--- src/rtl/vga_timing_gen.sv ---
// vga_timing_gen: 640x480@60 raster timing generator.
// Every output is registered from the next raster position.
module vga_timing_gen #(
  parameter int   H_VISIBLE   = 640,
  parameter int   H_FRONT     = 16,
  parameter int   H_SYNC      = 96,
  parameter int   H_BACK      = 48,
  parameter int   V_VISIBLE   = 480,
  parameter int   V_FRONT     = 10,
  parameter int   V_SYNC      = 2,
  parameter int   V_BACK      = 33,
  parameter logic SYNC_ACTIVE = 1'b0
) (
  input  logic       clk_pxl_i,
  input  logic       reset_n_i,
  output logic [9:0] x_o,
  output logic [9:0] y_o,
  output logic       visible_o,
  output logic       hsync_o,
  output logic       vsync_o,
  output logic       line_start_o,
  output logic       frame_start_o
);

  localparam int H_TOTAL = H_VISIBLE + H_FRONT + H_SYNC + H_BACK;
  localparam int V_TOTAL = V_VISIBLE + V_FRONT + V_SYNC + V_BACK;

  localparam logic [9:0] H_LAST = 10'(H_TOTAL - 1);
  localparam logic [9:0] V_LAST = 10'(V_TOTAL - 1);
  localparam logic [9:0] H_VIS  = 10'(H_VISIBLE);
  localparam logic [9:0] V_VIS  = 10'(V_VISIBLE);
  localparam logic [9:0] HS_B   = 10'(H_VISIBLE + H_FRONT);
  localparam logic [9:0] HS_E   = 10'(H_VISIBLE + H_FRONT + H_SYNC);
  localparam logic [9:0] VS_B   = 10'(V_VISIBLE + V_FRONT);
  localparam logic [9:0] VS_E   = 10'(V_VISIBLE + V_FRONT + V_SYNC);

  logic [9:0] x_nxt;
  logic [9:0] y_nxt;
  logic       hs_win;
  logic       vs_win;

  always_comb begin
    x_nxt = x_o + 10'd1;
    y_nxt = y_o;
    if (x_o == H_LAST) begin
      x_nxt = '0;
      y_nxt = (y_o == V_LAST) ? '0 : y_o + 10'd1;
    end
  end

  assign hs_win = (x_nxt >= HS_B) && (x_nxt < HS_E);
  assign vs_win = (y_nxt >= VS_B) && (y_nxt < VS_E);

  // Reset parks on the last pixel so release lands on (0,0).
  always_ff @(posedge clk_pxl_i) begin
    if (!reset_n_i) begin
      x_o           <= H_LAST;
      y_o           <= V_LAST;
      visible_o     <= 1'b0;
      hsync_o       <= ~SYNC_ACTIVE;
      vsync_o       <= ~SYNC_ACTIVE;
      line_start_o  <= 1'b0;
      frame_start_o <= 1'b0;
    end else begin
      x_o           <= x_nxt;
      y_o           <= y_nxt;
      visible_o     <= (x_nxt < H_VIS) && (y_nxt < V_VIS);
      hsync_o       <= hs_win ? SYNC_ACTIVE : ~SYNC_ACTIVE;
      vsync_o       <= vs_win ? SYNC_ACTIVE : ~SYNC_ACTIVE;
      line_start_o  <= (x_nxt == '0);
      frame_start_o <= (x_nxt == '0) && (y_nxt == '0);
    end
  end

endmodule

--- config.mk ---
export PLATFORM = sky130hd
export DESIGN_NAME = vga_timing_gen
export DESIGN_NICKNAME = d
export VERILOG_FILES = /design/src/rtl/vga_timing_gen.sv
export SDC_FILE = /design/constraint.sdc
export NUM_CORES = 1
export LEC_CHECK = 0
export CAP_MARGIN = 10
export CORE_MARGIN = 3
export CORE_UTILIZATION = 48
export DETAILED_ROUTE_END_ITERATION = 12
export PLACE_DENSITY_LB_ADDON = 0.3
export SLEW_MARGIN = 20
export SYNTH_ARGS = -nofsm -noshare
export SYNTH_HDL_FRONTEND = slang
export SYNTH_SLANG_ARGS = --single-unit
--- constraint.sdc ---
create_clock -name clk_pxl_i -period 2.1 [get_ports clk_pxl_i]
set_input_delay 0.42 -clock clk_pxl_i [delete_from_list [all_inputs] [get_ports clk_pxl_i]]
set_output_delay 0.42 -clock clk_pxl_i [all_outputs]
set_load 0.01 [all_outputs]
**Word-level counts from Yosys, hierarchy flattened**

Index checks and enable logic that the tools add are counted.

- Memory bits (read-only): 0
- Output and inout bits: 25
- Word-level logic and storage cells: 28
- Bits in latches: 0
- Bits of input ports: 2
- RAM bits: 0
- Memories kept: 0
- Register bits after elaboration: 25

- Muxes and demuxes: 5
- Equality and inequality tests: 2
- Divide/modulo/power cells: 0
- Multipliers: 0
- Reduce and logical (&&, ||, !) cells: 6
- Shifts and indexed selects: 0
- $add $sub $neg: 2
- Bitwise logic cells: 0
- Magnitude comparators: 6

Operators by type and width:

| operator | number |
|---|---|
| 2-to-1 mux 10 bit | 3 |
| adder 10 x 1 -> 10 bit, second input constant | 2 |
| equality test 10 bit, second input constant | 2 |
| zero test 10 bit | 2 |
| less-than comparator 10 bit, second input constant | 2 |
| less-than comparator 10 x 9 -> 1 bit, second input constant | 2 |
| >= comparator 10 bit, second input constant | 1 |
| >= comparator 10 x 9 -> 1 bit, second input constant | 1 |
| logical AND 1 bit | 4 |
| 2-to-1 mux 1 bit | 2 |

**Depth between registers and ports, before layout**

- Depth after elaboration: 6
- Depth in mapped cells: 11
- Gate-level depth less buffers: 8

**Worst setup path after synthesis**

Ideal clock, no wire load.

- Kind: register -> register
- Start point: register y_o[0]
- End point: register vsync_o
- Setup slack: -0.237 ns
- Arrival time: 2.210 ns
- Library setup time: 0.127 ns
- Required time: 1.973 ns
- Stages on the path, launching flop included: 9
- Clock period less this slack: 2.337 ns
- Cell sequence: dfxtp_1 ha_1 and4_1 buf_2 nand3_1 or4b_1 a21oi_1 o22ai_1 or3_1

- Longest elaborated chain between the ends: 6
- Elaborated cells on any way between the ends: 8
- Those cells by class: add/sub: 1; order compare: 2; eq/ne: 1; mux: 3; reduce/logical: 1

RTL lines:

| element | line | RTL |
|---|---|---|
| from (decl) | 17 | `output logic [9:0] y_o,` |
| from (signal assigned) | 66 | `y_o <= y_nxt;` |
| adder 10 x 1 -> 10 bit or equality test 10 bit (tied branches) | 47 | `y_nxt = (y_o == V_LAST) ? '0 : y_o + 10'd1;` |
| 2-to-1 mux 10 bit | 47 |  |
| 2-to-1 mux 10 bit * | 45 | `if (x_o == H_LAST) begin` |
| >= comparator 10 x 9 -> 1 bit or less-than comparator 10 x 9 -> 1 bit (tied branches) | 52 | `assign vs_win = (y_nxt >= VS_B) && (y_nxt < VS_E);` |
| logical AND 1 bit * | 52 |  |
| 2-to-1 mux 1 bit * | 69 | `vsync_o <= vs_win ? SYNC_ACTIVE : ~SYNC_ACTIVE;` |
| to (signal assigned) | 61 | `vsync_o <= ~SYNC_ACTIVE;` |
| to (signal assigned) | 69 |  |
| to (decl) | 20 | `output logic vsync_o,` |

Every way passes the cells marked *; elsewhere a longest branch is shown, timed or not.
A chain may end at the register's enable or synchronous reset.

**Worst setup path after layout**

- Start point: register y_o[1]
- End point: register vsync_o

Same word-level chain as after synthesis.

==> impl_metrics.ini <==
[clock_network]
cts-root-buf = clkbuf_4
clockBufferDepth = 2
clk_pin_slew_ns = 0.15
ctsHtreeMaxLevel = 1
cts_tree = yes
clkSinkCount = 25
cts_hold_buf = 0
insertion_delay_ns = 0.33
cts_buffers = 3

[synth]
postSynthCellCount = 202
syn_avg_cell_area_um2 = 8.02
synth_xor_xnor_area_share_pct = 6.49
ys_seq_area_share_pct = 30.9
synth-async-reset-ratio_pct = 0
ys_ff_latch = 25
synth_top_area_cell = dfxtp_1
synth_compound_area_share_pct = 17.9
synth_area_leaders = dfxtp_1 31%, xnor2_1 5.4%, nand2_1 5.1%
synth_top_area_share_pct = 30.9
synth_most_common_cell = dfxtp_1
syn-num-nets = 207
synth-edff-count = 0
ys_types = 52
synth_top_family_by_area = simple AND/OR/NAND/NOR gates
ys_warn_count = 0
synth_flop_cell = dfxtp_1
synthAdderAreaFrac_pct = 2.32
yosys.area_share.simple_pct = 33.2
syn-cell-area_um2 = 1620
synth_common_cells = 25 x dfxtp_1, 22 x nand2_1, 13 x o21ai_0
muxShareOfSynthArea_pct = 0.618

[setup_path]
critical_path_class = reg -> reg
cp_cell_sequence = ha_4 > and4_4 > nand3_2 > or4b_4 > a21oi_2 > o22ai_2 > or3_1
rr_worst_depth = 7
cp.required_ns = 2.33
worst_r2r_endpoint = vsync_o
worst_path_max_delay_cell = or4b_4
path_buf_inv = 0
cp.arrival_ns = 2.32
cp-start-kind = flop
path_delay_family = simple AND/OR/NAND/NOR gates
cp-end-kind = flop
r2r_slack_ns = 0.01
r2r-start = y_o[1]
critPathMaxFanout = 8
critPathMaxStageDelay_ns = 0.52

[sta]
rsz0062_at_grt = true
timing.slew.headroom_pct = 69.3
period_share_pct = 99.4
fmax_mhz = 479
finalHoldViolCount = 0
period_minus_slack_ns = 2.09
fin_skew_ns = 0.0233
drv_slew = 0
worstMarginPinSlew_ns = 0.454
setup_violations = 0

[power_and_ir_drop]
powerDensity_nw_per_um2 = 1160
ir_drop_uv = 786
cellLeakagePower_uw = 0.000813
comb_power_share_pct = 63.6
p_clk_share_pct = 9.0
netSwitchingFraction_pct = 42.6
internal_power_uw = 1430
power_uw = 2490
seq_power_share_pct = 27.4
power_switching_uw = 1060

[placement]
gp_congestion = 0.891
dp_hpwl_um = 3270
portBuffers = 26
postPlaceCellArea_um2 = 2060

[run_status]
status = finished, final reports clean

[worst_hold_path]
hold_class = reg -> reg
whs_endpoint = x_o[1]
hold_start = x_o[1]
hold_depth = 2

[global_route]
grt_start_max_net_pins = 16
grt_pass1_vias = 1620
grt_overflow = 0
grt_use_total_pct = 22.1
grt_pass1_wl_um = 7520
antenna_found_initial = 0

[detailed_routing]
vias = 1657
drc = 0
wl_per_cell_um = 14.9
via_per_inst = 5.75
drtAntennaViolNets = 0
drtIter0Drc = 106
drt-total-wl_um = 4300
first_pass_iters = 4

[final_layout]
n_fill_cell = 260
fin_util_pct = 68.3
final_nets = 250
final_area_um2 = 2140
drive_gt1_share_pct = 23.8
syn_to_final_growth_pct = 32.0
n_antenna_cell = 0
multi_input_area_um2 = 1030
seq_area_um2 = 513

[floorplan]
die_h_um = 64.1
initial_core_util_pct = 51.8
die_w_um = 64.1
rows = 20
pin_count = 27
core_um2 = 3130
design.die.area_um2 = 4110

[job]
maxCapViolCount = 0
-- cells by family after synthesis --
group,Yosys count
DFF,25
AOI/OAI and AO/OA,44
buffers and inverters,23
and+or+nand+nor,94
adders and majority gates,3
xor gates and xnor gates,12
muxes,1
-- power by group through the flow --
stage | combinational (uW) | clock [uW] | sequential, uW
5_1_grt | 1750 | 255 | 702
6_report | 1580 | 223 | 683
3_3_place_gp | 1470 | 0 | 685
2_1_floorplan | 927 | 0 | 722
4_1_cts | 1520 | 229 | 680
3_5_place_dp | 1510 | 0 | 691
-- timing repair --
action | in CTS | in global routing
setup endpoints to repair | 0 | 2
hold endpoints to repair | 0 | 0
setup buffers | 0 | 2
gates resized for setup | 0 | 11
-- per-layer routing --
layer / part of all wire [%] / routed length [um] / vias up / track usage (%)
met1: 45 / 1950 / 796 / 29.0
li1: - / - / 807 / -
met2: 50 / 2130 / 50 / 37.7
met3: 4.4 / 188 / 4 / 4.39
met5: 0 / 0 / - / 0
met4: 0.65 / 28 / 0 / 3.77
-- metrics by stage --
| stage | worst slack [ns] | cells | hold slack [ns] | setup TNS (ns) |
|---|---|---|---|---|
| 2_1_floorplan | -0.0459 | 202 | 0.509 | -0.0459 |
| 3_3_place_gp | 0.0841 | 282 | 0.528 | 0 |
| 3_5_place_dp | 0.0278 | 282 | 0.534 | 0 |
| 4_1_cts | 0.00358 | 286 | 0.570 | 0 |
| 5_1_grt | -0.0213 | 288 | 0.614 | -0.0213 |
| 6_report | 0.0132 | 288 | 0.573 | 0 |
-- worst reg2reg max path, cell delays in order (launching register included) --
cell	delay, ns
dfxtp_4	0.42
ha_4	0.15
and4_4	0.23
nand3_2	0.08
or4b_4	0.52
a21oi_2	0.17
o22ai_2	0.09
or3_1	0.36
-- sequential cells by signal, indices dropped and copies added, names as in the netlist --
register	cells
y_o	10
hsync_o	1
x_o	10
line_start_o	1
visible_o	1
vsync_o	1
frame_start_o	1
-- worst max-delay path by stage --
stage / startpoint / to / cells past startpoint
after detailed placement: y_o[0] / vsync_o / 7
after CTS: y_o[5] / vsync_o / 7
final: y_o[1] / vsync_o / 7
after global routing: y_o[0] / vsync_o / 7
after floorplan: y_o[6] / vsync_o / 7
after global placement: y_o[0] / vsync_o / 7
-- cell usage in the layout (no fill, tap or decap), types with 2 or more instances in the layout --
cell type | netlist | routed
buf_4 | 1 | 31
clkdlybuf4s50_1 | 0 | 26
nand2_1 | 22 | 22
dfxtp_1 | 25 | 19
o21ai_0 | 13 | 13
nand3_1 | 12 | 10
xnor2_1 | 10 | 10
nor2_1 | 11 | 10
nor3_1 | 8 | 8
nand4_1 | 7 | 7
and2_1 | 7 | 7
a21oi_1 | 8 | 6
inv_1 | 4 | 4
nand2b_1 | 4 | 4
dfxtp_2 | 0 | 4
nor2b_1 | 3 | 3
or3_1 | 3 | 3
clkbuf_4 | 0 | 3
and3_1 | 3 | 2
and4_1 | 3 | 2
nand3_2 | 0 | 2
o211ai_1 | 2 | 2
nand3b_1 | 2 | 2
xor2_1 | 2 | 2
a21boi_0 | 3 | 2
nor4_1 | 2 | 2
a21oi_2 | 0 | 2
a211oi_1 | 3 | 2
o2111ai_1 | 2 | 2
ha_1 | 3 | 2
dfxtp_4 | 0 | 2
-- area by class of cell --
| cell class | count | share of cell area [%] |
|---|---|---|
| clock buffers | 3 | 1.05 |
| repair buffers | 57 | 23.1 |
| flip-flops and latches | 25 | 24.0 |
| inverters | 4 | 0.703 |
| multi-input cells | 154 | 48.3 |
| clock inverters | 1 | 0.293 |
| well taps | 44 | 2.58 |
Power figures use the tool's default switching activity.
==> variant, RTL diff (same flow settings) <==
Put one more register stage on the output `x_o`, without a reset. The value now appears one clock later. The other outputs are not delayed to match.
--- a/src/rtl/vga_timing_gen.sv
+++ b/src/rtl/vga_timing_gen.sv
@@ -34,15 +34,17 @@
   localparam logic [9:0] VS_B   = 10'(V_VISIBLE + V_FRONT);
   localparam logic [9:0] VS_E   = 10'(V_VISIBLE + V_FRONT + V_SYNC);
 
+  logic [9:0] x_s0;
+
   logic [9:0] x_nxt;
   logic [9:0] y_nxt;
   logic       hs_win;
   logic       vs_win;
 
   always_comb begin
-    x_nxt = x_o + 10'd1;
+    x_nxt = x_s0 + 10'd1;
     y_nxt = y_o;
-    if (x_o == H_LAST) begin
+    if (x_s0 == H_LAST) begin
       x_nxt = '0;
       y_nxt = (y_o == V_LAST) ? '0 : y_o + 10'd1;
     end
@@ -54,7 +56,7 @@
   // Reset parks on the last pixel so release lands on (0,0).
   always_ff @(posedge clk_pxl_i) begin
     if (!reset_n_i) begin
-      x_o           <= H_LAST;
+      x_s0          <= H_LAST;
       y_o           <= V_LAST;
       visible_o     <= 1'b0;
       hsync_o       <= ~SYNC_ACTIVE;
@@ -62,7 +64,7 @@
       line_start_o  <= 1'b0;
       frame_start_o <= 1'b0;
     end else begin
-      x_o           <= x_nxt;
+      x_s0          <= x_nxt;
       y_o           <= y_nxt;
       visible_o     <= (x_nxt < H_VIS) && (y_nxt < V_VIS);
       hsync_o       <= hs_win ? SYNC_ACTIVE : ~SYNC_ACTIVE;
@@ -72,5 +74,9 @@
     end
   end
 
+  always_ff @(posedge clk_pxl_i) begin
+    x_o <= x_s0;
+  end
+
 endmodule
 
Function: changed (a bounded check fails within 4 cycles, from zero or initial values and one cycle with reset_n_i low).
==> variant against the original RTL <==
Setup slack got worse by 0.013 ns. Total power up 29%. Area after synthesis increased by 10%. Utilization rose by 1.8 points. Routed wire length grew 2.3%. Cell area grew 14%. Critical path type unchanged. Combinational power increased by 14%. Largest cell class unchanged. Sequential cell count increased by 10.
==> variant: results (changes against the original RTL) <==
- The tree is rooted in a clkbuf_8.
* Crit Reg-Reg Startpoint: x_s0[5]$_SDFF_PN0_
- The half-perimeter wire length after detailed placement came to 3040 um (-6.8%).
* Crit Path Max Fanout: 3 (-5)
* Largest stage delay on the critical path: 0.55 ns (+0.03 ns)
- The number of CTS-inserted buffers came to 5 (+2).
* VDD IR max: 0.689 mV (-12%)
* GR Util All Layers: 21.1% (-1.0 points)
* Leading cell types by total area after synthesis: dfxtp_1, xnor2_1, a21oi_1, nand2_1, nor2_1
- Count of filler cells inserted in the layout: 297 (+14%)
* Synth Area in XOR/XNOR: 7.36% (+0.87 points)
- Category of cells accounting for the largest share of critical-path delay: compound AO/OA/AOI/OAI gates
- The total number of vias was 1,692 (+2.1%).
* Clock network power share: 15.1% (+6.1 points)
- Clock Skew: 0.00383 ns (-0.0195 ns)
* Nets: 266 (+6.4%)
- Per-cell routed wire length: 14.3 um (-4.4%)
- The cell-internal power was 1940 uW (+36%).
- The sequential share of the synthesized area is 39.2% (+8.3 points).
* Global placer's final weighted congestion: 0.898 (+0.82%)
- Transition time at the pin with the least slew margin: 0.399 ns (-0.0547 ns)
* Number of global-route vias before repair: 1,535 (-5.2%)
- Run status: complete, no violations
* Number of instances on the worst hold path: 0 (-2)
- Share of synthesized area spent on multiplexers: 0.561% (-0.058 points)
- The compound-gate portion of the synthesized area is 18.6% (+0.64 points).
* Clock-pin slew of the registers on the worst-case setup and hold paths: 0.07 ns (-0.08 ns)
- The H-tree depth reported by CTS is 2 (+1).
- The worst register-to-register path ends at frame_start_o$_SDFF_PN0_.
- The maximum number of pins on one net before global-route repair is 14 (-2).
- Vias per Instance: 5.49 (-4.5%)
- Largest registers: x_o (10), x_s0 (10), y_o (10)
- The clock latency on the worst-skew pair came to 0.29 ns (-0.04 ns).
* Iteration-0 DRC Markers: 141 (+33%)
## variant: changes by cell type in the layout (fill, tap and decap cells not counted), moves of 4 or more
cell / before / now
a21oi_1: 6 / 12
and2_1: 7 / 2
clkbuf_8: 0 / 5
dfxtp_1: 19 / 34
nand2_1: 22 / 16
nand4_1: 7 / 3
nor2_1: 10 / 15
xnor2_1: 10 / 14
## variant: layer usage
metal,GRT usage [%],vias up,wire (um),part of all wire (%)
li1,-,856,-,-
met1,29.6,792,2210,50
met2,30.4,36,1950,44
met3,5.06,8,164,3.7
met4,8.86,0,67,1.5
met5,0,-,0,0
## variant: kinds of logic (layout without fill, tap and decap cells)
kind of cell,count (synthesis),count (layout)
adders and majority gates,3,3
AOI/OAI and AO/OA,48,48
DFF,35,35
xor gates and xnor gates,15,15
muxes,1,1
and+or+nand+nor,84,85
buffers and inverters,23,75
## variant: area by class of cell
class	count	area [um2]	area share, %
repair buffers	61	527	21.7
well taps	46	57.6	2.37
flip-flops and latches	35	702	28.9
clock buffers	6	72.6	2.99
inverters	6	22.5	0.926
multi-input cells	152	1040	42.7
clock inverters	2	12.5	0.515
## variant: worst register-to-register path, stage by stage, from the launching register on
cell,delay (ns)
dfxtp_1,0.32
or4b_4,0.55
buf_4,0.16
a21oi_1,0.12
o21ai_1,0.13
a2111oi_4,0.37
and2_1,0.20
o2111a_1,0.19
## variant: through the flow
step	hold slack (ns)	power (uW)	utilization [%]	area [um2]	worst slack, ns
after floorplan	0.329	1900	-	1790	0.000396
after global placement	0.389	2540	65.3	2260	-0.0123
after detailed placement	0.390	2570	65.3	2260	-0.0788
after CTS	0.401	3070	67.9	2350	0.0191
after global routing	0.415	3410	70.1	2430	-0.0534
final	0.402	3210	70.1	2430	0.000164
